### src/rtl/mac_dot_seq_if.sv
// Bundle of the job, operand-stream and MAC-side signals of the dot-product sequencer.
// master: host plus MAC datapath. slave: the sequencer.
interface mac_dot_seq_if #(
    parameter int unsigned LEN_W = 5,
    parameter int unsigned EXT_W = 4
);
    logic                   start;
    logic [LEN_W-1:0]       len;
    logic                   in_valid;
    logic                   in_ready;
    logic [3:0]             in_a;
    logic [3:0]             in_b;
    logic [3:0]             mac_a;
    logic [3:0]             mac_b;
    logic                   mac_cin;
    logic                   mac_clr;
    logic [7:0]             mac_result;
    logic                   mac_cout;
    logic                   busy;
    logic                   done;
    logic [8+EXT_W-1:0]     result;
    logic                   ovf;

    modport master (
        output start, len, in_valid, in_a, in_b, mac_result, mac_cout,
        input  in_ready, mac_a, mac_b, mac_cin, mac_clr, busy, done, result, ovf
    );

    modport slave (
        input  start, len, in_valid, in_a, in_b, mac_result, mac_cout,
        output in_ready, mac_a, mac_b, mac_cin, mac_clr, busy, done, result, ovf
    );
endinterface

### src/rtl/mac_dot_seq.sv
// Sequencer for a 4-bit accumulating MAC: clears the MAC, streams operand pairs into it,
// widens the 8-bit accumulator by counting adder carry-outs and returns the dot product.
module mac_dot_seq #(
    parameter int unsigned LEN_W = 5,
    parameter int unsigned EXT_W = 4
) (
    input logic           clk,
    input logic           rst,
    mac_dot_seq_if.slave  bus
);
    localparam int unsigned RES_W = 8 + EXT_W;

    typedef enum logic [1:0] {StIdle, StClear, StRun, StCapture} state_t;

    state_t             state_q, state_d;
    logic [LEN_W-1:0]   len_q, len_d;
    logic [LEN_W-1:0]   cnt_q, cnt_d;
    logic [EXT_W-1:0]   ext_q, ext_d;
    logic               ovf_q, ovf_d;
    logic               clr_q, clr_d;
    logic               done_q, done_d;
    logic [RES_W-1:0]   result_q, result_d;

    logic               accept;
    logic [LEN_W-1:0]   cnt_inc;
    logic [EXT_W:0]     ext_sum;

    assign accept  = (state_q == StRun) && bus.in_valid;
    assign cnt_inc = cnt_q + 1'b1;
    // The carry is counted on the same edge the MAC registers the sum that produced it.
    assign ext_sum = {1'b0, ext_q} + {{EXT_W{1'b0}}, bus.mac_cout};

    // Next-state and register update decisions.
    always_comb begin
        state_d  = state_q;
        len_d    = len_q;
        cnt_d    = cnt_q;
        ext_d    = ext_q;
        ovf_d    = ovf_q;
        clr_d    = 1'b0;
        done_d   = 1'b0;
        result_d = result_q;
        unique case (state_q)
            StIdle: begin
                if (bus.start) begin
                    len_d   = bus.len;
                    cnt_d   = '0;
                    ext_d   = '0;
                    ovf_d   = 1'b0;
                    clr_d   = 1'b1;
                    state_d = StClear;
                end
            end
            StClear: begin
                state_d = (len_q != '0) ? StRun : StCapture;
            end
            StRun: begin
                if (accept) begin
                    cnt_d = cnt_inc;
                    ext_d = ext_sum[EXT_W-1:0];
                    if (ext_sum[EXT_W]) begin
                        ovf_d = 1'b1;
                    end
                    if (cnt_inc == len_q) begin
                        state_d = StCapture;
                    end
                end
            end
            StCapture: begin
                result_d = {ext_q, bus.mac_result};
                done_d   = 1'b1;
                state_d  = StIdle;
            end
            default: state_d = StIdle;
        endcase
    end

    // State and datapath registers; reset discards any partial job.
    always_ff @(posedge clk or posedge rst) begin
        if (rst) begin
            state_q  <= StIdle;
            len_q    <= '0;
            cnt_q    <= '0;
            ext_q    <= '0;
            ovf_q    <= 1'b0;
            clr_q    <= 1'b0;
            done_q   <= 1'b0;
            result_q <= '0;
        end else begin
            state_q  <= state_d;
            len_q    <= len_d;
            cnt_q    <= cnt_d;
            ext_q    <= ext_d;
            ovf_q    <= ovf_d;
            clr_q    <= clr_d;
            done_q   <= done_d;
            result_q <= result_d;
        end
    end

    // Operand steering: zero operands make the MAC hold its value.
    always_comb begin
        bus.mac_a = 4'd0;
        bus.mac_b = 4'd0;
        if (accept) begin
            bus.mac_a = bus.in_a;
            bus.mac_b = bus.in_b;
        end
    end

    assign bus.in_ready = (state_q == StRun);
    assign bus.mac_cin  = 1'b0;
    assign bus.mac_clr  = clr_q;
    assign bus.busy     = (state_q != StIdle);
    assign bus.done     = done_q;
    assign bus.result   = result_q;
    assign bus.ovf      = ovf_q;
endmodule

### src/flat_wrapper.sv
// flat-port wrapper written by rule: the top's interface ports become plain ports
module mac_dot_seq_flat 
#(
    parameter int unsigned LEN_W = 5,
    parameter int unsigned EXT_W = 4
)
  (clk, rst, bus_start, bus_len, bus_in_valid, bus_in_a, bus_in_b, bus_mac_result, bus_mac_cout, bus_in_ready, bus_mac_a, bus_mac_b, bus_mac_cin, bus_mac_clr, bus_busy, bus_done, bus_result, bus_ovf);
  mac_dot_seq_if #(.LEN_W(LEN_W), .EXT_W(EXT_W)) bus_i ();
  input logic clk;
  input logic rst;
  input wire logic [$bits(bus_i.start)-1:0] bus_start;
  input wire logic [$bits(bus_i.len)-1:0] bus_len;
  input wire logic [$bits(bus_i.in_valid)-1:0] bus_in_valid;
  input wire logic [$bits(bus_i.in_a)-1:0] bus_in_a;
  input wire logic [$bits(bus_i.in_b)-1:0] bus_in_b;
  input wire logic [$bits(bus_i.mac_result)-1:0] bus_mac_result;
  input wire logic [$bits(bus_i.mac_cout)-1:0] bus_mac_cout;
  output wire logic [$bits(bus_i.in_ready)-1:0] bus_in_ready;
  output wire logic [$bits(bus_i.mac_a)-1:0] bus_mac_a;
  output wire logic [$bits(bus_i.mac_b)-1:0] bus_mac_b;
  output wire logic [$bits(bus_i.mac_cin)-1:0] bus_mac_cin;
  output wire logic [$bits(bus_i.mac_clr)-1:0] bus_mac_clr;
  output wire logic [$bits(bus_i.busy)-1:0] bus_busy;
  output wire logic [$bits(bus_i.done)-1:0] bus_done;
  output wire logic [$bits(bus_i.result)-1:0] bus_result;
  output wire logic [$bits(bus_i.ovf)-1:0] bus_ovf;
  assign bus_i.start = bus_start;
  assign bus_i.len = bus_len;
  assign bus_i.in_valid = bus_in_valid;
  assign bus_i.in_a = bus_in_a;
  assign bus_i.in_b = bus_in_b;
  assign bus_i.mac_result = bus_mac_result;
  assign bus_i.mac_cout = bus_mac_cout;
  assign bus_in_ready = bus_i.in_ready;
  assign bus_mac_a = bus_i.mac_a;
  assign bus_mac_b = bus_i.mac_b;
  assign bus_mac_cin = bus_i.mac_cin;
  assign bus_mac_clr = bus_i.mac_clr;
  assign bus_busy = bus_i.busy;
  assign bus_done = bus_i.done;
  assign bus_result = bus_i.result;
  assign bus_ovf = bus_i.ovf;
  mac_dot_seq #(.LEN_W(LEN_W), .EXT_W(EXT_W)) u_core (.clk(clk), .rst(rst), .bus(bus_i));
endmodule
### config.mk
export PLATFORM = sky130hd
export DESIGN_NAME = mac_dot_seq_flat
export DESIGN_NICKNAME = d
export VERILOG_FILES = /design/src/rtl/mac_dot_seq_if.sv /design/src/rtl/mac_dot_seq.sv /design/src/flat_wrapper.sv
export SDC_FILE = /design/constraint.sdc
export NUM_CORES = 1
export LEC_CHECK = 0
export ABC_AREA = 1
export CAP_MARGIN = 30
export CORE_ASPECT_RATIO = 0.6
export CORE_UTILIZATION = 49
export DETAILED_ROUTE_END_ITERATION = 10
export HOLD_SLACK_MARGIN = 0.06
export PLACE_DENSITY_LB_ADDON = 0.2
export SYNTH_ARGS = -nofsm -noshare
export SYNTH_HDL_FRONTEND = slang
export SYNTH_SLANG_ARGS = --single-unit
### constraint.sdc
create_clock -name clk -period 2.7 [get_ports clk]
set_input_delay 0.27 -clock clk [delete_from_list [all_inputs] [get_ports clk]]
set_output_delay 0.27 -clock clk [all_outputs]
set_load 0.1 [all_outputs]
After elaboration in Yosys (flattened, before gate mapping):

Index checks and enable logic that the tools add are counted.
W data, S select, Z words.

* div/mod/pow operators: 0
* bitwise operators: 0
* shift operators: 0
* $mul: 0
* add/subtract/negate cells: 2
* muxes and demuxes: 20
* reductions and logical operators: 9
* magnitude comparators: 0
* equality and inequality tests: 8

Operators by type and width (count)
* $mux W4: 4
* $mux W5: 2
* $pmux W5 S2: 1
* $pmux W2 S4: 1
* $pmux W4 S2: 1
* $mux W1: 7
* $mux W2: 3
* $ne A2 B1 Y1 const B: 3
* $reduce_and A3 Y1: 2
* $add A4 B1 Y5: 1
* $add A5 B1 Y5 const B: 1
* $eq A5 B5 Y1: 1
* $reduce_bool A5 Y1: 1
* $eq A2 B2 Y1 const B: 2
* $reduce_and A4 Y1: 1
* $reduce_bool A2 Y1: 2
* $eq A2 B1 Y1 const B: 1
* $logic_not A2 Y1: 1
* $ne A2 B2 Y1 const B: 1
* $pmux W1 S2: 1
* $reduce_and A2 Y1: 1
* $logic_and A1 B1 Y1: 1

* bits in latches: 0
* memory bits (read-only): 0
* bits in registers: 31
* output and inout port bits: 26
* memories: 0
* bits in writable memories: 0
* logic and storage cells: 47
* input bits: 26

Longest topological paths before layout:

Gate-level depths: netlist of the first run.

* word-level depth: 5
* mapped depth: 12
* depth with buffers taken out: 12

Least setup slack after synthesis of the first run:

OpenSTA, ideal clock, no wires.

* path type: reg-to-output
* from: register u_core.state_q[0]
* to: output bus_mac_a[0]
* path buffers: 1
* path slack: -483 ps
* required time: 2430 ps
* arrival: 2913 ps
* cell stages (with the launch flop): 6
* cells stage by stage: dfrtp_1 inv_1 ha_1 buf_6 nand2_4 nor2_1

* cells in the longest elaborated chain, start to end: 3

RTL lines
* start: declaration: RTL line mac_dot_seq.sv:15 `state_t state_q, state_d;`
* start signal: assignment: RTL line mac_dot_seq.sv:81 `state_q <= StIdle;`
* start signal: assignment: RTL line mac_dot_seq.sv:90 `state_q <= state_d;`
* $eq A2 B2 Y1
* named net bus_in_ready: RTL line flat_wrapper.sv:18 `output wire logic [$bits(bus_i.in_ready)-1:0] bus_in_ready;`
* $logic_and A1 B1 Y1: RTL line mac_dot_seq.sv:28 `assign accept = (state_q == StRun) && bus.in_valid;`
* $mux W4: RTL line mac_dot_seq.sv:105 `if (accept) begin`
* end: declaration: RTL line flat_wrapper.sv:19 `output wire logic [$bits(bus_i.mac_a)-1:0] bus_mac_a;`

The timed path passes the listed nets, and every way through them passes these cells.

Worst setup path in the final report of the first run:

* from: register u_core.state_q[0]
* to: output bus_mac_b[3]

* cells in the longest elaborated chain, start to end: 3

RTL lines
* $eq A2 B2 Y1: RTL line mac_dot_seq.sv:28
* $logic_and A1 B1 Y1: RTL line mac_dot_seq.sv:28
* $mux W4: RTL line mac_dot_seq.sv:105
* end: declaration: RTL line flat_wrapper.sv:20 `output wire logic [$bits(bus_i.mac_b)-1:0] bus_mac_b;`

Every way passes these cells.

==> flow_summary_export.csv, run 1 <==
group,metric,value,unit
die,ios,52,
sta,slew_violations,0,
global_routing,grt_antenna_before_repair,0,
clock_tree,ctsHoldBuffers,0,
sta,min_period,2.12,ns
drt,routed_wl,3390,µm
synth,synth-seq-cells,31,
finish,fill_cells,229,
hold_path,hold_path_class,"in -> async",
drt,wire_per_inst,12.4,µm
worst_setup_path,critical_path_class,"reg -> out",
clock_tree,path_clk_slew,0.06,ns
synth,syn_nets,210,
synth,syn_area,0.00158,mm²
worst_setup_path,cp_top_family,"buffers and inverters",
global_routing,grt_pass1_wl,5660,µm
global_routing,grt_max_degree,32,
global_routing,grt_pass1_vias,1332,
drt,detail_route.first_pass.iterations,5,
global_routing,grt_usage,23.1,%
synth,synth_top_area_share,49.0,%
clock_tree,post_cts_resize_count,0,
outcome,status,"completed",
clock_tree,cts_tree,"built",
finish,post-route-util,72.7,%
die,rows,15,
die,die_area,0.00347,mm²
finish,final_common_cell,"dfrtp_1",
placement,gp_congestion,0.921,
worst_setup_path,arrival,1.85,ns
placement,hpwlAfterDp,2710,µm
drt,vias,1359,
worst_setup_path,slowest_delay,0.41,ns
die,start_util,53.4,%
sta,clock_skew,0.00389,ns
sta,layout_worst_path_cycle_share,78.5,%
worst_setup_path,worst-path-buf-inv,2,
sta,timing.fmax,0.472,GHz
synth,synth_top_cell_by_area,"dfrtp_1",
worst_setup_path,crit_slowest_cell,"dfrtp_1",
drt,drc_errors,0,
drt,postRouteAntennaNets,0,
worst_setup_path,cp_max_fo,9,
run,cap_violations,0,
finish,multi_input_area,691,µm²
worst_setup_path,crit_chain,"inv_1 -> ha_1 -> nand2_4 -> nor2_2 -> buf_4",
clock_tree,cts_sinks,31,
finish,final_cell_mix,"dfrtp_1, nand2_1, buf_4, inv_1, clkdlybuf4s50_1",
worst_setup_path,crit_required,2.43,ns
die,dieHeight,46.0,µm
finish,n_antenna_cell,0,
synth,syn_area_per_cell,8.99,µm²
finish,fin_nets,264,
finish,layout-drive-gt1-share,26.8,%
drt,post_drt_via_cell_ratio,4.98,
clock_tree,cts.path.max_buffers,2,
sta,setup_viol_count_final,0,
worst_setup_path,end_kind,"output pin",
clock_tree,worstSkewPairLatency,0.28,ns
finish,register_area,776,µm²
drt,drtIter0Drc,59,
sta,worst_pin_slew,0.599,ns
synth,yosys-top-cells-area,"dfrtp_1, nand2_1, mux2_2, ha_1, inv_1",
global_routing,overflow,0,
sta,rsz0062_at_grt,"no",
synth,synth_seq_area_share,49.0,%
synth,synth_cell_types,28,
clock_tree,htree_levels,2,
clock_tree,cts-root-buf,"clkbuf_8",
clock_tree,cts_setup_buffers,0,
worst_setup_path,startpoint_type,"register",
synth,yosysWarningCount,0,
die,core,0.00297,mm²
sta,finalHoldViolations,0,
clock_tree,cts_buffers,5,
placement,portBuffers,50,
synth,syn_inst,176,
die,fp.dieW,75.4,µm
finish,synthToLayoutAreaGrowth,36.1,%
sta,slew-limit-headroom,60.1,%
[flip-flops by register name, indices dropped and copies added, names as in the netlist]
| signal | cells |
|---|---|
| u_core.bus.result | 12 |
| u_core.cnt_q | 5 |
| u_core.len_q | 5 |
| u_core.ext_q | 4 |
| u_core.state_q | 2 |
| u_core.bus.done | 1 |
| u_core.bus.mac_clr | 1 |
| u_core.bus.ovf | 1 |
[stage by stage]
step	cells	hold slack, ns	setup WS, ns	TNS, ns	cell area (µm²)
CTS	273	0.388	0.567	0	2150
global route	273	0.430	0.472	0	2150
detailed placement	265	0.498	0.811	0	2070
finish	273	0.368	0.580	0	2150
floorplan	176	0.374	-0.0463	-0.370	1600
global placement	265	0.492	0.914	0	2070
[cell usage after synthesis]
library cell	number
a21oi_1	6
a21oi_2	1
and3_4	1
buf_2	1
buf_4	1
buf_6	1
clkbuf_1	1
clkinv_1	1
conb_1	1
dfrtp_1	31
ha_1	8
inv_1	25
inv_2	3
mux2_2	9
nand2_1	30
nand2_2	3
nand2_4	2
nand3_1	12
nand4_1	2
nor2_1	19
nor2_8	1
nor3_1	3
nor4_1	1
o21ai_0	6
o21ai_1	2
o21ai_2	1
o22ai_1	3
or2_4	1
[routing by layer]
metal  vias up  track usage (%)  share of wire, %
met3         7             7.08               5.6
met4         0             9.63               1.6
met5         -                0                 0
met2        54             41.1                48
li1        669                -                 -
met1       629             26.3                44
[layout make-up]
| class | count | share of cell area [%] |
|---|---|---|
| timing repair buffer | 51 | 20.7 |
| multi-input combinational | 112 | 32.1 |
| clock buffer | 7 | 3.54 |
| tap | 42 | 2.44 |
| sequential | 31 | 36.0 |
| clock inverter | 1 | 0.232 |
| inverter | 29 | 5.05 |
[cells by family (layout without fill, tap and decap cells)]
| logic type | Yosys count | after routing | synth area share, % |
|---|---|---|---|
| other | 1 | 1 | 0.237 |
| adders and majority gates | 8 | 8 | 6.32 |
| AOI/OAI and AO/OA | 19 | 19 | 6.72 |
| buffers and inverters | 33 | 88 | 8.62 |
| muxes | 9 | 9 | 6.40 |
| DFF | 31 | 31 | 49.0 |
| and+or+nand+nor | 75 | 75 | 22.7 |
[worst min-delay path: stages]
cell and delay, ns:
clkdlybuf4s50_1 0.40, inv_1 0.05, buf_4 0.34
[worst paths after layout]
kind	startpoint	end	slack, ns	cells past startpoint
min in group clk	u_core.bus.result[7]	u_core.bus.result[7]	0.51	1
max	u_core.state_q[0]	bus_mac_b[3]	0.58	5
max reg2reg	u_core.state_q[0]	u_core.bus.ovf	0.79	9
min	rst	u_core.bus.result[0]	0.37	3
min reg2reg	u_core.bus.result[7]	u_core.bus.result[7]	0.51	1
max in group asynchronous	rst	u_core.bus.ovf	2.06	3
Power of run 1 is not shown: default switching activity piles up to over one toggle a cycle in this logic, so the estimate is an artifact.
==> run 2: changes to the inputs <==
Settings changed: CORE_UTILIZATION 49 to 45.
Clock period 2.7 ns to 2.1 ns, I/O delays scaled along.
==> run 2 against run 1 <==
  * Sequential cell count did not move
  * Die area up 8.6%
  * Register-to-register slack lost 0.45 ns
  * Highest routed layer unchanged
==> flow_summary_export.csv, run 2 (synthesis results as in run 1) <==
group,metric,value,unit
finish,largest_reg_flops,12,
drt,postRouteAntennaNets,0,
run,cap_violations,0,
clock_tree,htree_levels,2,
drt,drtIter0Drc,93,
worst_setup_path,crit_slowest_cell,"dfrtp_1",
worst_setup_path,worst_r2r_startpoint,"u_core.state_q[1]",
sta,layout_worst_path_cycle_share,85.9,%
die,core,0.00330,mm²
global_routing,grt_pass1_vias,1273,
finish,fin_nets,265,
clock_tree,cts_buffers,5,
hold_path,hold_path_class,"in -> async",
sta,rsz0062_at_grt,"no",
sta,tns,0,ns
sta,clock_skew,0.00511,ns
placement,pre_cts_ws,0.355,ns
finish,final_common_cell,"dfrtp_1",
sta,slew_violations,0,
clock_tree,cts_sinks,31,
sta,worst_slack,0.296,ns
worst_setup_path,end_kind,"output pin",
sta,slew-limit-headroom,61.8,%
placement,portBuffers,50,
worst_setup_path,r2r-end,"u_core.bus.ovf",
finish,layout-drive-gt1-share,28.9,%
outcome,status,"completed",
sta,setup_viol_count_final,0,
die,start_util,47.9,%
drt,detail_route.first_pass.iterations,5,
global_routing,grt_usage,20.2,%
clock_tree,ctsHoldBuffers,0,
die,fp.dieW,78.6,µm
worst_setup_path,startpoint_type,"register",
sta,min_period,1.80,ns
worst_setup_path,r2r_slack,0.34,ns
placement,gp_congestion,0.836,
global_routing,overflow,0,
worst_setup_path,slowest_delay,0.42,ns
placement,dp.cells,269,
sta,worst_pin_slew,0.573,ns
finish,n_antenna_cell,0,
drt,drc_errors,0,
die,dieHeight,47.9,µm
clock_tree,post_cts_resize_count,0,
worst_setup_path,crit_required,1.89,ns
clock_tree,worstSkewPairLatency,0.28,ns
worst_setup_path,reg2reg_depth,9,
clock_tree,cts.path.max_buffers,2,
worst_setup_path,worst-path-buf-inv,2,
drt,wire_per_inst,12.4,µm
placement,hpwlAfterDp,2700,µm
worst_setup_path,cp_max_fo,9,
drt,vias,1353,
die,rows,16,
global_routing,grt_max_degree,32,
clock_tree,cts-root-buf,"clkbuf_8",
die,ios,52,
worst_setup_path,arrival,1.59,ns
sta,finalHoldViolations,0,
sta,timing.fmax,0.554,GHz
clock_tree,path_clk_slew,0.06,ns
finish,fin_cells,277,
worst_setup_path,cp_top_family,"flip-flops",
global_routing,grt_pass1_wl,5540,µm
clock_tree,cts_tree,"built",
finish,synthToLayoutAreaGrowth,48.5,%
worst_setup_path,critical_path_class,"reg -> out",
die,die_area,0.00377,mm²
worst_setup_path,crit_chain,"inv_2 -> ha_4 -> nand2_4 -> nor2_4 -> buf_12",
drt,routed_wl,3430,µm
drt,post_drt_via_cell_ratio,4.88,
clock_tree,cts_setup_buffers,0,
finish,final_cell_mix,"dfrtp_1, nand2_1, clkdlybuf4s50_1, inv_1, buf_4",
global_routing,grt_antenna_before_repair,0,
==> run 2: worst max-delay path by stage <==
stage | cells after the start | endpoint | startpoint | slack [ns]
floorplan | 9 | u_core.bus.ovf | u_core.state_q[1] | 0.006
global placement | 8 | u_core.bus.ovf | bus_in_valid | 0.43
detailed placement | 9 | u_core.bus.ovf | u_core.state_q[0] | 0.35
CTS | 5 | bus_mac_b[2] | u_core.state_q[0] | 0.29
global route | 5 | bus_mac_a[3] | u_core.state_q[0] | 0.21
finish | 5 | bus_mac_b[2] | u_core.state_q[0] | 0.30
==> run 2: layer usage <==
metal | GRT usage, % | up-vias | wire length [µm]
met5 | 0 | - | 0
met4 | 7.41 | 0 | 29
met3 | 8.57 | 5 | 191
met2 | 34.8 | 39 | 1650
met1 | 23.6 | 641 | 1560
li1 | - | 668 | -
==> run 2: worst min-delay path: stages <==
cell and delay (ns):
clkdlybuf4s50_1 0.39, inv_1 0.05, buf_4 0.35
==> run 2: cell type report <==
cell class	instances	area, µm²
Fill cell	270	953
Clock inverter	1	5.00
Inverter	29	113
Multi-Input combinational cell	112	746
Clock buffer	7	76.3
Sequential cell	31	776
Timing Repair Buffer	52	578
Tap cell	45	56.3
==> run 2: through the flow <==
| step | util [%] | hold WS [ns] | area [µm²] |
|---|---|---|---|
| 2_1_floorplan | - | 0.314 | 1660 |
| 5_1_grt | 71.1 | 0.370 | 2350 |
| 4_1_cts | 71.1 | 0.315 | 2350 |
| 6_report | 71.1 | 0.314 | 2350 |
| 3_5_place_dp | 68.7 | 0.497 | 2270 |
| 3_3_place_gp | 68.7 | 0.491 | 2270 |
Power of run 2 is left out for the same reason.
==> run 3: changes to the inputs <==
Settings changed: CTS_CLUSTER_DIAMETER set to 50.
==> results of run 3 <==
No change in the layout: final DEF, timing and power equal those of run 2.
Power of run 3 is left out for the same reason.
